$ cat src/rtl/digital_fd_lock_if.sv
// digital_fd_lock_if: enable/feedback-phase inputs and frequency-detector outputs
interface digital_fd_lock_if;
   logic               en;
   logic [7:0]         fb_phase;
   logic               fup;
   logic               fdn;
   logic signed [16:0] freq_err;
   logic               win_done;
   logic               locked;
   modport master (output en, fb_phase, input fup, fdn, freq_err, win_done, locked);
   modport slave  (input en, fb_phase, output fup, fdn, freq_err, win_done, locked);
endinterface

$ cat src/rtl/digital_fd_lock.sv
// digital_fd_lock: windowed feedback-edge counter with frequency-detector pulses and lock FSM
module digital_fd_lock #(
   parameter int N_DIV      = 32,
   parameter int WIN        = 16,
   parameter int TOL        = 2,
   parameter int UNLOCK_TOL = 8,
   parameter int LOCK_CNT   = 4
) (
   input logic              clk,
   input logic              reset,
   digital_fd_lock_if.slave bus
);
   localparam logic [1:0] IDLE   = 2'd0;
   localparam logic [1:0] PRIME  = 2'd1;
   localparam logic [1:0] ACQ    = 2'd2;
   localparam logic [1:0] LOCKED = 2'd3;
   localparam logic signed [16:0] TGT  = 17'(N_DIV * WIN);
   localparam logic signed [16:0] TOLS = 17'(TOL);
   localparam logic signed [16:0] UTOL = 17'(UNLOCK_TOL);
   logic [1:0]         state;
   logic [7:0]         prev;
   logic [7:0]         delta;
   logic [15:0]        sum;
   logic [15:0]        sum_nxt;
   logic [7:0]         wcnt;
   logic [7:0]         lock_cnt;
   logic [7:0]         lock_nxt;
   logic signed [16:0] err;
   logic               win_end;
   logic               in_tol;
   logic               out_ul;
   // per-cycle edge delta (8-bit modulo makes phase wrap transparent) and window-end decisions
   always_comb begin
      delta    = bus.fb_phase - prev;
      sum_nxt  = sum + 16'(delta);
      err      = TGT - $signed({1'b0, sum_nxt});
      win_end  = wcnt == 8'(WIN - 1);
      in_tol   = err <= TOLS && err >= -TOLS;
      out_ul   = err > UTOL || err < -UTOL;
      lock_nxt = lock_cnt + 8'd1;
   end
   // lock FSM, window accumulation and one-cycle FD pulses
   always_ff @(posedge clk or negedge reset) begin
      if (!reset) begin
         state        <= IDLE;
         prev         <= '0;
         sum          <= '0;
         wcnt         <= '0;
         lock_cnt     <= '0;
         bus.fup      <= 1'b0;
         bus.fdn      <= 1'b0;
         bus.win_done <= 1'b0;
         bus.locked   <= 1'b0;
         bus.freq_err <= '0;
      end else if (!bus.en) begin
         state        <= IDLE;
         sum          <= '0;
         wcnt         <= '0;
         lock_cnt     <= '0;
         bus.fup      <= 1'b0;
         bus.fdn      <= 1'b0;
         bus.win_done <= 1'b0;
         bus.locked   <= 1'b0;
      end else begin
         bus.fup      <= 1'b0;
         bus.fdn      <= 1'b0;
         bus.win_done <= 1'b0;
         case (state)
            IDLE: state <= PRIME;
            PRIME: begin
               prev  <= bus.fb_phase;
               sum   <= '0;
               wcnt  <= '0;
               state <= ACQ;
            end
            default: begin
               prev <= bus.fb_phase;
               sum  <= win_end ? '0 : sum_nxt;
               wcnt <= win_end ? '0 : wcnt + 8'd1;
               if (win_end) begin
                  bus.freq_err <= err;
                  bus.win_done <= 1'b1;
                  if (state == ACQ) begin
                     bus.fup  <= err > TOLS;
                     bus.fdn  <= err < -TOLS;
                     lock_cnt <= in_tol ? lock_nxt : '0;
                     if (in_tol && lock_nxt == 8'(LOCK_CNT)) begin
                        state      <= LOCKED;
                        bus.locked <= 1'b1;
                     end
                  end else if (out_ul) begin
                     bus.fup    <= err > 0;
                     bus.fdn    <= err < 0;
                     bus.locked <= 1'b0;
                     lock_cnt   <= '0;
                     state      <= ACQ;
                  end
               end
            end
         endcase
      end
   end
endmodule
$ cat src/flat_wrapper.sv
// flat-port wrapper written by rule: the top's interface ports become plain ports
module digital_fd_lock_flat 
#(
   parameter int N_DIV      = 32,
   parameter int WIN        = 16,
   parameter int TOL        = 2,
   parameter int UNLOCK_TOL = 8,
   parameter int LOCK_CNT   = 4
)
  (clk, reset, bus_en, bus_fb_phase, bus_fup, bus_fdn, bus_freq_err, bus_win_done, bus_locked);
  digital_fd_lock_if bus_i ();
  input logic clk;
  input logic reset;
  input wire logic [$bits(bus_i.en)-1:0] bus_en;
  input wire logic [$bits(bus_i.fb_phase)-1:0] bus_fb_phase;
  output wire logic [$bits(bus_i.fup)-1:0] bus_fup;
  output wire logic [$bits(bus_i.fdn)-1:0] bus_fdn;
  output wire logic [$bits(bus_i.freq_err)-1:0] bus_freq_err;
  output wire logic [$bits(bus_i.win_done)-1:0] bus_win_done;
  output wire logic [$bits(bus_i.locked)-1:0] bus_locked;
  assign bus_i.en = bus_en;
  assign bus_i.fb_phase = bus_fb_phase;
  assign bus_fup = bus_i.fup;
  assign bus_fdn = bus_i.fdn;
  assign bus_freq_err = bus_i.freq_err;
  assign bus_win_done = bus_i.win_done;
  assign bus_locked = bus_i.locked;
  digital_fd_lock #(.N_DIV(N_DIV), .WIN(WIN), .TOL(TOL), .UNLOCK_TOL(UNLOCK_TOL), .LOCK_CNT(LOCK_CNT)) u_core (.clk(clk), .reset(reset), .bus(bus_i));
endmodule
$ cat config.mk
export PLATFORM = sky130hd
export DESIGN_NAME = digital_fd_lock_flat
export DESIGN_NICKNAME = d
export VERILOG_FILES = /design/src/rtl/digital_fd_lock_if.sv /design/src/rtl/digital_fd_lock.sv /design/src/flat_wrapper.sv
export SDC_FILE = /design/constraint.sdc
export NUM_CORES = 1
export LEC_CHECK = 0
export CAP_MARGIN = 20
export CORE_UTILIZATION = 29
export CTS_CLUSTER_SIZE = 16
export DETAILED_ROUTE_END_ITERATION = 8
export PLACE_DENSITY = 0.47
export SYNTH_ARGS = -nofsm -noshare
export SYNTH_HDL_FRONTEND = slang
export SYNTH_SLANG_ARGS = --single-unit
$ cat constraint.sdc
create_clock -name clk -period 5.17 [get_ports clk]
set_input_delay 1.034 -clock clk [delete_from_list [all_inputs] [get_ports clk]]
set_output_delay 1.034 -clock clk [all_outputs]
set_load 0.03 [all_outputs]
### Word level (Yosys, flattened, before mapping)

Index checks and enable logic that the tools add are counted.

* bits in latches: 0
* memories kept: 0
* memory bits (writable): 0
* word-level logic and storage cells: 84
* output and inout port bits: 21
* register bits: 63
* bits in read-only memories: 0
* input bits: 11

* $mul: 0
* reduce and logical (&&, ||, !) cells: 10
* add/sub/neg operators: 5
* eq/ne operators: 12
* order comparisons: 8
* bitwise gates (word level): 2
* mux-type cells: 37
* shifts and indexed selects: 0
* div/mod/pow operators: 0

Operators with widths (count)
* $mux W8: 8
* $mux W16: 2
* $pmux W16 S2: 1
* $mux W1: 19
* $ge A17 B2 Y1 const B: 1
* $gt A17 B1 Y1 const B: 1
* $gt A17 B3 Y1 const B: 1
* $gt A17 B5 Y1 const B: 1
* $le A17 B3 Y1 const B: 1
* $lt A17 B1 Y1 const B: 1
* $lt A17 B2 Y1 const B: 1
* $lt A17 B4 Y1 const B: 1
* $sub A10 B16 Y17 const A: 1
* $add A16 B8 Y16: 1
* $add A8 B1 Y8 const B: 2
* $pmux W8 S2: 1
* $mux W2: 5
* $reduce_and A3 Y1: 3
* $eq A8 B3 Y1 const B: 1
* $eq A8 B4 Y1 const B: 1
* $sub A8 B8 Y8: 1
* $ne A5 B1 Y1 const B: 1
* $ne A5 B5 Y1 const B: 1
* $ne A2 B2 Y1 const B: 2
* other kinds (14): 16

### Logic depth before layout (Yosys ltp)

Gate-level depths: netlist of run 1.

* depth in word-level cells: 11
* mapped depth: 25
* mapped depth without buffers: 24

### Worst setup path before layout of run 1

Ideal clock, no wire load.

* path type: input port to flip-flop
* start: input port bus_fb_phase[0]
* end: register u_core.lock_cnt[5]
* library setup time: 0.064 ns
* slack: -0.097 ns
* cell stages on the path: 23
* data arrival time: 5.204 ns
* required time: 5.106 ns
* path buffers: 0
* path through: inv_1 ha_1 inv_1 fa_1 nand2_1 nand2_1 a21oi_1 o21bai_1 a21oi_1 xnor2_1 ha_1 a21o_1 a221oi_4 and2_1 nand4_1 a31oi_2 nand3_1 xnor2_1 o32a_1 o21a_1 o22ai_2 o21bai_1 a21o_1

* cells in the longest elaborated chain, start to end: 10
* elaborated cells on any way between the ends: 16
* classes of those cells: add/sub: 3; order compare: 4; eq/ne: 1; mux: 5; reduce/logical: 3

Ends and longest elaborated chain
* from (decl): RTL line flat_wrapper.sv:15 `input wire logic [$bits(bus_i.fb_phase)-1:0] bus_fb_phase;`
* $sub A8 B8 Y8 (*): RTL line digital_fd_lock.sv:34 `delta = bus.fb_phase - prev;`
* $add A16 B8 Y16 (*): RTL line digital_fd_lock.sv:35 `sum_nxt = sum + 16'(delta);`
* $sub A10 B16 Y17 (*): RTL line digital_fd_lock.sv:36 `err = TGT - $signed({1'b0, sum_nxt});`
* $le A17 B3 Y1 or $ge A17 B2 Y1 (tied branches): RTL line digital_fd_lock.sv:38 `in_tol = err <= TOLS && err >= -TOLS;`
* $logic_and A1 B1 Y1: RTL line digital_fd_lock.sv:38
* $mux W8: RTL line digital_fd_lock.sv:86 `lock_cnt <= in_tol ? lock_nxt : '0;`
* $mux W8: RTL line digital_fd_lock.sv:83 `if (state == ACQ) begin`
* $mux W8: RTL line digital_fd_lock.sv:80 `if (win_end) begin`
* $mux W8: RTL line digital_fd_lock.sv:68 `case (state)`
* $mux W8: RTL line digital_fd_lock.sv:55 `end else if (!bus.en) begin`
* to (signal assigned): RTL line digital_fd_lock.sv:86
* to (decl): RTL line digital_fd_lock.sv:26 `logic [7:0] lock_cnt;`

Mark *: on every way between the ends. The rest lies on a longest branch, timed or not. The select of a mux whose other input is x is not followed.
A chain may end at the register's enable or synchronous reset.

### Worst setup path in the final report of run 1

Same ends and word-level chain as after synthesis.

==> impl_metrics.ini, run 1 <==
[outcome]
status = finished, final reports clean

[yosys]
netlist_instances = 511
ys.warnings.count = 0
synthDistinctLibCells = 79
synth_top_area_share_pct = 34.6
ys_ff_latch = 63
ys_top_cells_by_area = dfrtp_1 (35%), nand2_1 (6.9%), ha_1 (6.6%)
synth_edf_count = 0
yosysTopAreaCell = dfrtp_1
yosysMostFrequentCell = nand2_1
synth_flop_cell = dfrtp_1
synth_nets = 548
async_flop_share_pct = 100
yosysSeqAreaShare_pct = 34.6
synth_common_cells = nand2_1 (84), dfrtp_1 (63), nor2_1 (40), o21ai_0 (40), ha_1 (24)
synth_area_per_cell_sq_um = 8.91
synth_area_sq_um = 4550

[clock_network]
numCtsBuffers = 9
htreeDepth = 3
cts_buffer_depth = 2
clk_root_buffer_cell = clkbuf_16
clk_pin_slew_ps = 60
cts_tree = yes
clock-sinks = 63
clkLatencyLatePin_ps = 350

[worst_setup_path]
crit_fanout = 5
end_kind = register
worstSetupPathType = primary input to register
start_kind = primary input
reg2reg_from = u_core.prev[0]
startpoint = bus_fb_phase[0]
cp.required_ps = 5450
timing.rr.end = u_core.lock_cnt[5]
rrSetupSlack_ps = 430
arrival_ps = 5440
reg2reg_depth = 25
cp-endpoint = u_core.lock_cnt[5]

[sta]
max_freq_ghz = 0.194
slew_headroom_pct = 27.7
setup_viol = 0
holdWs_ps = 476
tightest_slew_ps = 1080
grt_setup_unrepaired = true
period_needed_ps = 5160
tns_ps = 0
drv_slew = 0
timing.final.crit_share_pct = 99.7
fin_skew_ps = 7.63
final_hold_viol_count = 0

[final_layout]
nNetsFinal = 699
insertedDiodeCount = 0
area_delta_synth_final_pct = 45.7
utilization_pct = 43.5
finalNonFillerCells = 878
drive_gt1_share_pct = 32.1

[die]
fp.coreArea_sq_um = 15300
design.die.area_sq_um = 16200
die_y_microns = 127
die_x_microns = 127
io_pins = 32
num_rows = 45
start_util_pct = 29.8

[power]
power.total_mw = 4.49
pwr_density_cell_nw_per_um2 = 676
power_leakage_nw = 2.98
peakVddDrop_mv = 0.299

[placed_design]
place_hpwl_mm = 9.44
dp.cells = 842
io_buffers = 31
gp_congestion = 0.841

[run]
maxCapViolCount = 0

[global_routing]
grt_max_degree = 64
grt_pass1_wl_mm = 21.4
overflow = 0
antenna_found_initial = 0
first_global_vias = 4336
grt.total_usage_pct = 17.1

[routing]
first_iter_violations = 188
dr.pass1.iters = 4
vias_per_cell = 4.83
wl_per_cell_microns = 14.6
routed_wirelength_mm = 12.8
ant_nets = 0
vias = 4245
drc = 0

[min_path]
min_from = u_core.bus.freq_err[11]
hp-class = register to register
## report_power, final
| group | switching [mW] | leakage [nW] | internal [mW] |
|---|---|---|---|
| clock network | 0.246 | 0.156 | 0.435 |
| logic | 1.64 | 1.97 | 1.57 |
| registers | 0.0372 | 0.859 | 0.556 |
## registers in the layout (all words and copies together) (netlist names)
name                 count
u_core.lock_cnt          8
u_core.bus.win_done      1
u_core.bus.fdn           1
u_core.bus.freq_err     17
u_core.wcnt              8
u_core.state             2
u_core.sum              16
u_core.prev              8
u_core.bus.locked        1
u_core.bus.fup           1
## per-layer routing
| layer | GRT usage [%] | part of all wire, % | wire length, microns |
|---|---|---|---|
| met2 | 30.3 | 50 | 6470 |
| met3 | 2.85 | 2.3 | 299 |
| met4 | 7.21 | 2.3 | 290 |
| met1 | 20.4 | 45 | 5760 |
| met5 | 0 | 0 | 0 |
## layout make-up
class	instances	area [sq um]
clock buffers	11	243
inverters	24	95.1
fillers	1477	8620
flip-flops and latches	63	1580
multi-input cells	411	3110
repair buffers	153	1270
clock inverters	5	81.3
well taps	211	264
## critical path: stages
cell and delay (ps):
buf_6 90, inv_4 50, ha_4 120, inv_4 30, fa_2 330, nand2_1 60
nand2_1 60, a21oi_2 150, o21bai_1 80, a21oi_1 160, xnor2_1 90, ha_1 360
buf_4 160, buf_4 120, and3_4 170, a221oi_4 280, buf_6 170, a21oi_1 80
xor2_1 180, a31oi_4 210, nand3_1 150, xnor2_2 170, o32a_1 320, o21a_4 250
o22ai_4 210, o21bai_4 180, a21o_1 140
## cells by family after synthesis
| logic type | after synthesis | share of synthesized area (%) |
|---|---|---|
| simple gates | 203 | 21.0 |
| compound gates | 139 | 24.0 |
| flops | 63 | 34.6 |
| buf+inv | 38 | 3.32 |
| fa+ha+maj | 26 | 7.47 |
| mux | 2 | 0.467 |
| xor+xnor | 40 | 9.09 |
## stage by stage
step | worst slack [ps] | area (sq um)
2_1_floorplan | 4.17 | 4580
3_3_place_gp | -663 | 5870
3_5_place_dp | -722 | 5870
4_1_cts | 4.56 | 6420
5_1_grt | -204 | 6640
6_report | 14.5 | 6640
## timing repair
item                       CTS  global route
setup buffers               10             9
hold buffers                 0             0
pin swaps                   34            34
gates cloned                 1             0
resized for setup           37            28
setup endpoints to repair   11            12
## cell usage in the layout (no fill, tap or decap), types with 5 or more instances in the layout
cell type,instances
a211o_1,6
a21o_1,8
a21oi_1,19
a22o_1,6
and2_1,5
buf_4,113
buf_6,8
clkbuf_16,9
clkdlybuf4s50_1,25
dfrtp_1,63
ha_1,21
inv_1,21
nand2_1,81
nand2b_1,5
nand3_1,21
nand4_1,8
nor2_1,37
nor3_1,11
o21ai_0,36
xnor2_1,17
xnor2_2,7
xor2_1,12
## how the worst min path moves through the flow
stage                                         end  slack, ps  depth (start not counted)
after floorplan                    u_core.prev[0]        450                          2
after global placement    u_core.bus.freq_err[11]        460                          2
after detailed placement   u_core.bus.freq_err[1]        470                          2
after CTS                  u_core.bus.freq_err[1]        480                          2
after global routing      u_core.bus.freq_err[11]        500                          2
final                     u_core.bus.freq_err[11]        480                          2
(Power assumes the default switching activity.)
==> run 2, diff against run 1 <==
- SKIP_CTS_REPAIR_TIMING: not set -> 1
==> run 2 against run 1 <==
Against the previous run: core utilization shrank 0.84 points; highest routed layer unchanged; power shrank 2.9%; the flow now finishes with violations (setup timing); clock power is essentially flat; combinational power shrank 4%; final cell count shrank 1.1%; routed wire length shrank 1.9%; final area shrank 1.9%; sequential power is essentially flat; non-clock buffer count shrank 10; via count shrank 1.6%; sequential share of layout area grew 0.47 points; clock skew shrank 1.9 ps.
==> impl_metrics.ini, run 2 (synthesis gave the netlist of run 1 again) <==
[power]
peakVddDrop_mv = 0.283
power_leakage_nw = 2.93
pwr_density_cell_nw_per_um2 = 669

[worst_setup_path]
reg2reg_from = u_core.prev[0]
end_kind = register
rrSetupSlack_ps = 380
start_kind = primary input
reg2reg_depth = 22
worstSetupPathType = primary input to register
timing.rr.end = u_core.lock_cnt[5]
slowest_stage = fa_2
arrival_ps = 5490
cpMostUsedCell = nand2_1
cp-endpoint = u_core.lock_cnt[5]
startpoint = bus_fb_phase[0]
cp.required_ps = 5450
crit_fanout = 8
path_cells = buf_6 > inv_4 > ha_4 > inv_4 > fa_2 > nand2_1 > nand2_1 > a21oi_2 > o21bai_1 > a21oi_1 > xnor2_1 > ha_1 > a21o_4 > a2111oi_4 > a221oi_4 > a31o_4 > or2_4 > o31a_1 > a211oi_2 > nand2_1 > o21a_4 > o22ai_4 > o21bai_1 > a21o_1
max_stage_delay_ps = 380

[routing]
routed_wirelength_mm = 12.6
ant_nets = 0
vias_per_cell = 4.81
vias = 4175
wl_per_cell_microns = 14.5
drc = 0
dr.pass1.iters = 4
first_iter_violations = 146

[final_layout]
largest_reg_flops = 17
final_cell_mix = buf_4 (104), nand2_1 (83), dfrtp_1 (63)
largest_register = u_core.bus.freq_err
insertedDiodeCount = 0
layout_commonest_cell = buf_4
area_delta_synth_final_pct = 42.9
nNetsFinal = 689
utilization_pct = 42.7
top_regs = u_core.bus.freq_err (17), u_core.sum (16)
drive_gt1_share_pct = 30.9

[global_routing]
grt_pass1_wl_mm = 20.7
antenna_found_initial = 0
overflow = 0
first_global_vias = 4202
grt.total_usage_pct = 16.5
grt_max_degree = 64

[clock_network]
clk_root_buffer_cell = clkbuf_16
clock-sinks = 63
htreeDepth = 3
clk_pin_slew_ps = 60
clkLatencyLatePin_ps = 350
cts_tree = yes
cts_buffer_depth = 2
numCtsBuffers = 9

[run]
maxCapViolCount = 0

[sta]
tightest_slew_ps = 1090
setup_viol = 3
fin_skew_ps = 5.72
tns_ps = -51.2
period_needed_ps = 5200
grt_setup_unrepaired = true
final_hold_viol_count = 0
drv_slew = 0
timing.final.crit_share_pct = 101
worst_slack_ps = -31.3
max_freq_ghz = 0.192
slew_headroom_pct = 27.0

[die]
io_pins = 32
fp.coreArea_sq_um = 15300
num_rows = 45
start_util_pct = 29.8
die_x_microns = 127
design.die.area_sq_um = 16200
die_y_microns = 127

[placed_design]
gp_congestion = 0.841
io_buffers = 31
place_hpwl_mm = 9.44
post-place-ws_ps = -722

[min_path]
hp-class = register to register

[outcome]
status = complete, but fails checks
violations = setup timing
## run 2: cell types whose count changed in the layout (fill, tap and decap cells not counted), moves of 2 or more
| cell | delta |
|---|---|
| buf_4 | -9 |
| dlymetal6s2s_1 | +2 |
| a21oi_2 | +2 |
| o21ai_2 | +2 |
| nand2_1 | +2 |
| dlygate4sd2_1 | -2 |
| buf_12 | -2 |
| nand3_2 | +2 |
## run 2: per-stage QoR
stage / instance area, sq um / total power [mW] / hold WS, ps / cells
floorplan: 4580 / 2.34 / 454 / 511
global placement: 5870 / 3.51 / 462 / 842
detailed placement: 5870 / 3.56 / 466 / 842
CTS: 6190 / 4.26 / 481 / 858
global route: 6510 / 4.71 / 499 / 868
finish: 6510 / 4.36 / 476 / 868
## run 2: final cells by class
class / instances / area (sq um)
Timing Repair Buffer: 143 / 1180
Inverter: 24 / 95.1
Tap cell: 211 / 264
Sequential cell: 63 / 1580
Clock inverter: 5 / 81.3
Clock buffer: 11 / 243
Multi-Input combinational cell: 411 / 3060
Fill cell: 1484 / 8750
## run 2: worst max-delay path: cells and delay by family
family / cells / cell delay [ps]
adder cells (fa/ha/maj): 3 / 840
buffers and inverters: 3 / 170
XOR/XNOR: 1 / 100
AND/OR/NAND/NOR: 4 / 490
AO/OA/AOI/OAI: 13 / 2820
## run 2: power by group
part	internal [mW]	switching [mW]
combinational	1.49	1.59
sequential	0.556	0.0371
clock	0.435	0.245
total	2.48	1.87
## run 2: per-layer routing
layer / share of wire [%] / GRT usage (%) / vias up
li1: - / - / 2107
met1: 46 / 19.9 / 2004
met2: 50 / 29.0 / 46
met3: 2.2 / 2.85 / 18
met4: 2.0 / 7.14 / 0
met5: 0 / 0 / -
## run 2: worst min-delay path by stage
| stage | from | end | slack [ps] | depth (start not counted) |
|---|---|---|---|---|
| after floorplan | u_core.prev[0] | u_core.prev[0] | 450 | 2 |
| final | u_core.bus.freq_err[11] | u_core.bus.freq_err[11] | 480 | 2 |
| after CTS | u_core.bus.freq_err[1] | u_core.bus.freq_err[1] | 480 | 2 |
| after global placement | u_core.bus.freq_err[11] | u_core.bus.freq_err[11] | 460 | 2 |
| after detailed placement | u_core.bus.freq_err[1] | u_core.bus.freq_err[1] | 470 | 2 |
| after global routing | u_core.bus.freq_err[11] | u_core.bus.freq_err[11] | 500 | 2 |
==> run 3, diff against run 2 <==
--- a/config.mk
+++ b/config.mk
@@ -6,4 +6,5 @@
 export NUM_CORES = 1
 export LEC_CHECK = 0
+export ABC_CLOCK_PERIOD_IN_PS = 5170
 export CAP_MARGIN = 20
 export CORE_UTILIZATION = 29
==> constraint.sdc (replaced) <==
create_clock -name clk -period 5.17 [get_ports clk]
set_input_delay 0.517 -clock clk [delete_from_list [all_inputs] [get_ports clk]]
set_output_delay 0.517 -clock clk [all_outputs]
set_load 0.03 [all_outputs]
==> run 3 against run 2 <==
Against the previous run: combinational power shrank 14%; the flow now finishes without violations; largest power group unchanged; critical path type unchanged; routed wire length shrank 3.8%; hold slack lost 130 ps; first-iteration DRC count grew 10%; clock skew grew 1.1 ps; final area shrank 6.2%; worst setup slack gained 320 ps.
==> impl_metrics.ini, run 3 (synthesis gave the netlist of run 1 again) <==
[die]
die_y_microns = 127
start_util_pct = 29.8
io_pins = 32
die_x_microns = 127
num_rows = 45
fp.coreArea_sq_um = 15300
design.die.area_sq_um = 16200

[sta]
final_hold_viol_count = 0
tightest_slew_ps = 1150
max_freq_ghz = 0.205
setup_viol = 0
holdWs_ps = 342
fin_skew_ps = 6.86
worst_slack_ps = 293
drv_slew = 0
slew_headroom_pct = 22.4
period_needed_ps = 4880
timing.final.crit_share_pct = 94.3

[final_layout]
area_delta_synth_final_pct = 34.1
drive_gt1_share_pct = 25.4
multi_input_area_sq_um = 3000
top_regs = u_core.bus.freq_err (17), u_core.sum (16)
largest_reg_flops = 17
finalNonFillerCells = 830
layout_commonest_cell = nand2_1
insertedDiodeCount = 0
stdcell_area_sq_um = 6110
seqCellArea_sq_um = 1580
largest_register = u_core.bus.freq_err
nNetsFinal = 651
n_fill_cell = 1520
final_cell_mix = nand2_1 (83), buf_4 (71), dfrtp_1 (63)

[worst_setup_path]
reg2reg_from = u_core.prev[0]
startpoint = bus_fb_phase[1]
crit_fanout = 6
start_kind = primary input
cp.required_ps = 5460
arrival_ps = 5160
end_kind = register
worstSetupPathType = primary input to register

[global_routing]
overflow = 0
grt_max_degree = 64
first_global_vias = 4077
grt_pass1_wl_mm = 19.8
antenna_found_initial = 0
grt.total_usage_pct = 15.7

[routing]
wl_per_cell_microns = 14.6
route.met2.wl_mm = 6.23
wl_met3_microns = 311
ant_nets = 0
vias = 3992
routed_wirelength_mm = 12.1
wl_met1_mm = 5.34
vias_per_cell = 4.81
maxUsedRoutingLayer = met4
first_iter_violations = 161
drc = 0
dr.pass1.iters = 4

[placed_design]
dp.cells = 802
place_hpwl_mm = 8.95
gp_congestion = 0.873
io_buffers = 31
post-place-ws_ps = -267
dpl_cell_area_sq_um = 5540

[clock_network]
clkLatencyLatePin_ps = 340
clk_root_buffer_cell = clkbuf_16
clock-sinks = 63
cts_buffer_depth = 2
htreeDepth = 3
cts_tree = yes
clk_pin_slew_ps = 60
numCtsBuffers = 9

[min_path]
hp-class = primary input to async pin

[power]
pwr_density_cell_nw_per_um2 = 635
peakVddDrop_mv = 0.309
power_leakage_nw = 2.69
power.total_mw = 3.88

[outcome]
status = finished, final reports clean

[run]
maxCapViolCount = 0
[run 3: changes by cell type in the layout (fill, tap and decap cells not counted), sizes merged]
cell,previous run,this run
buf,114,75
clkinv,3,4
bufinv,2,1
dlymetal6s2s,3,1
inv,23,24
clkdlybuf4s50,26,29
clkbuf,11,10
[run 3: routing by layer]
layer,track usage [%],up-vias
met1,18.7,1921
li1,-,2020
met4,5.74,0
met3,3.22,11
met2,27.8,40
met5,0,-
[run 3: final cells by class]
class / instances / share of cell area (%)
Clock buffer: 10 / 3.91
Inverter: 24 / 1.47
Timing Repair Buffer: 105 / 14.3
Multi-Input combinational cell: 411 / 49.0
Tap cell: 211 / 4.32
Sequential cell: 63 / 25.8
Clock inverter: 6 / 1.13
[run 3: report_power, final]
part           total [mW]  internal [mW]  switching (mW)
sequential          0.591          0.556          0.0343
combinational        2.66           1.17            1.49
clock               0.628          0.388           0.239
[run 3: stage by stage]
step	setup TNS, ps	util (%)
6_report	0	40.0
2_1_floorplan	0	-
5_1_grt	-220	40.0
3_5_place_dp	-2280	36.3
3_3_place_gp	-1800	36.3
4_1_cts	0	38.3
[run 3: path summary, 6_finish.rpt]
check / endpoint / slack [ps] / cells after the start
min in group clk: u_core.bus.freq_err[12] / 470 / 2
max in group asynchronous: u_core.sum[15] / 4250 / 2
worst min-delay path: u_core.sum[9] / 340 / 2
worst min register to register: u_core.bus.freq_err[12] / 470 / 2
worst max-delay path: u_core.lock_cnt[6] / 290 / 22
worst max register to register: u_core.lock_cnt[6] / 440 / 22
[run 3: critical path: stages]
cell             delay [ps]
clkdlybuf4s50_1         420
buf_4                   150
fa_2                    330
nand2_1                  70
nand2_1                  60
a21oi_2                 140
o21bai_1                 90
a21oi_1                 160
xnor2_1                 100
ha_1                    350
a21o_4                  250
a2111oi_4               380
a221oi_4                110
a31o_4                  250
or2_4                   250
a32oi_2                 220
xnor2_2                 190
nand4_1                 200
o21ai_4                 320
nand4_4                 230
nor3_2                  240
a211o_1                 130
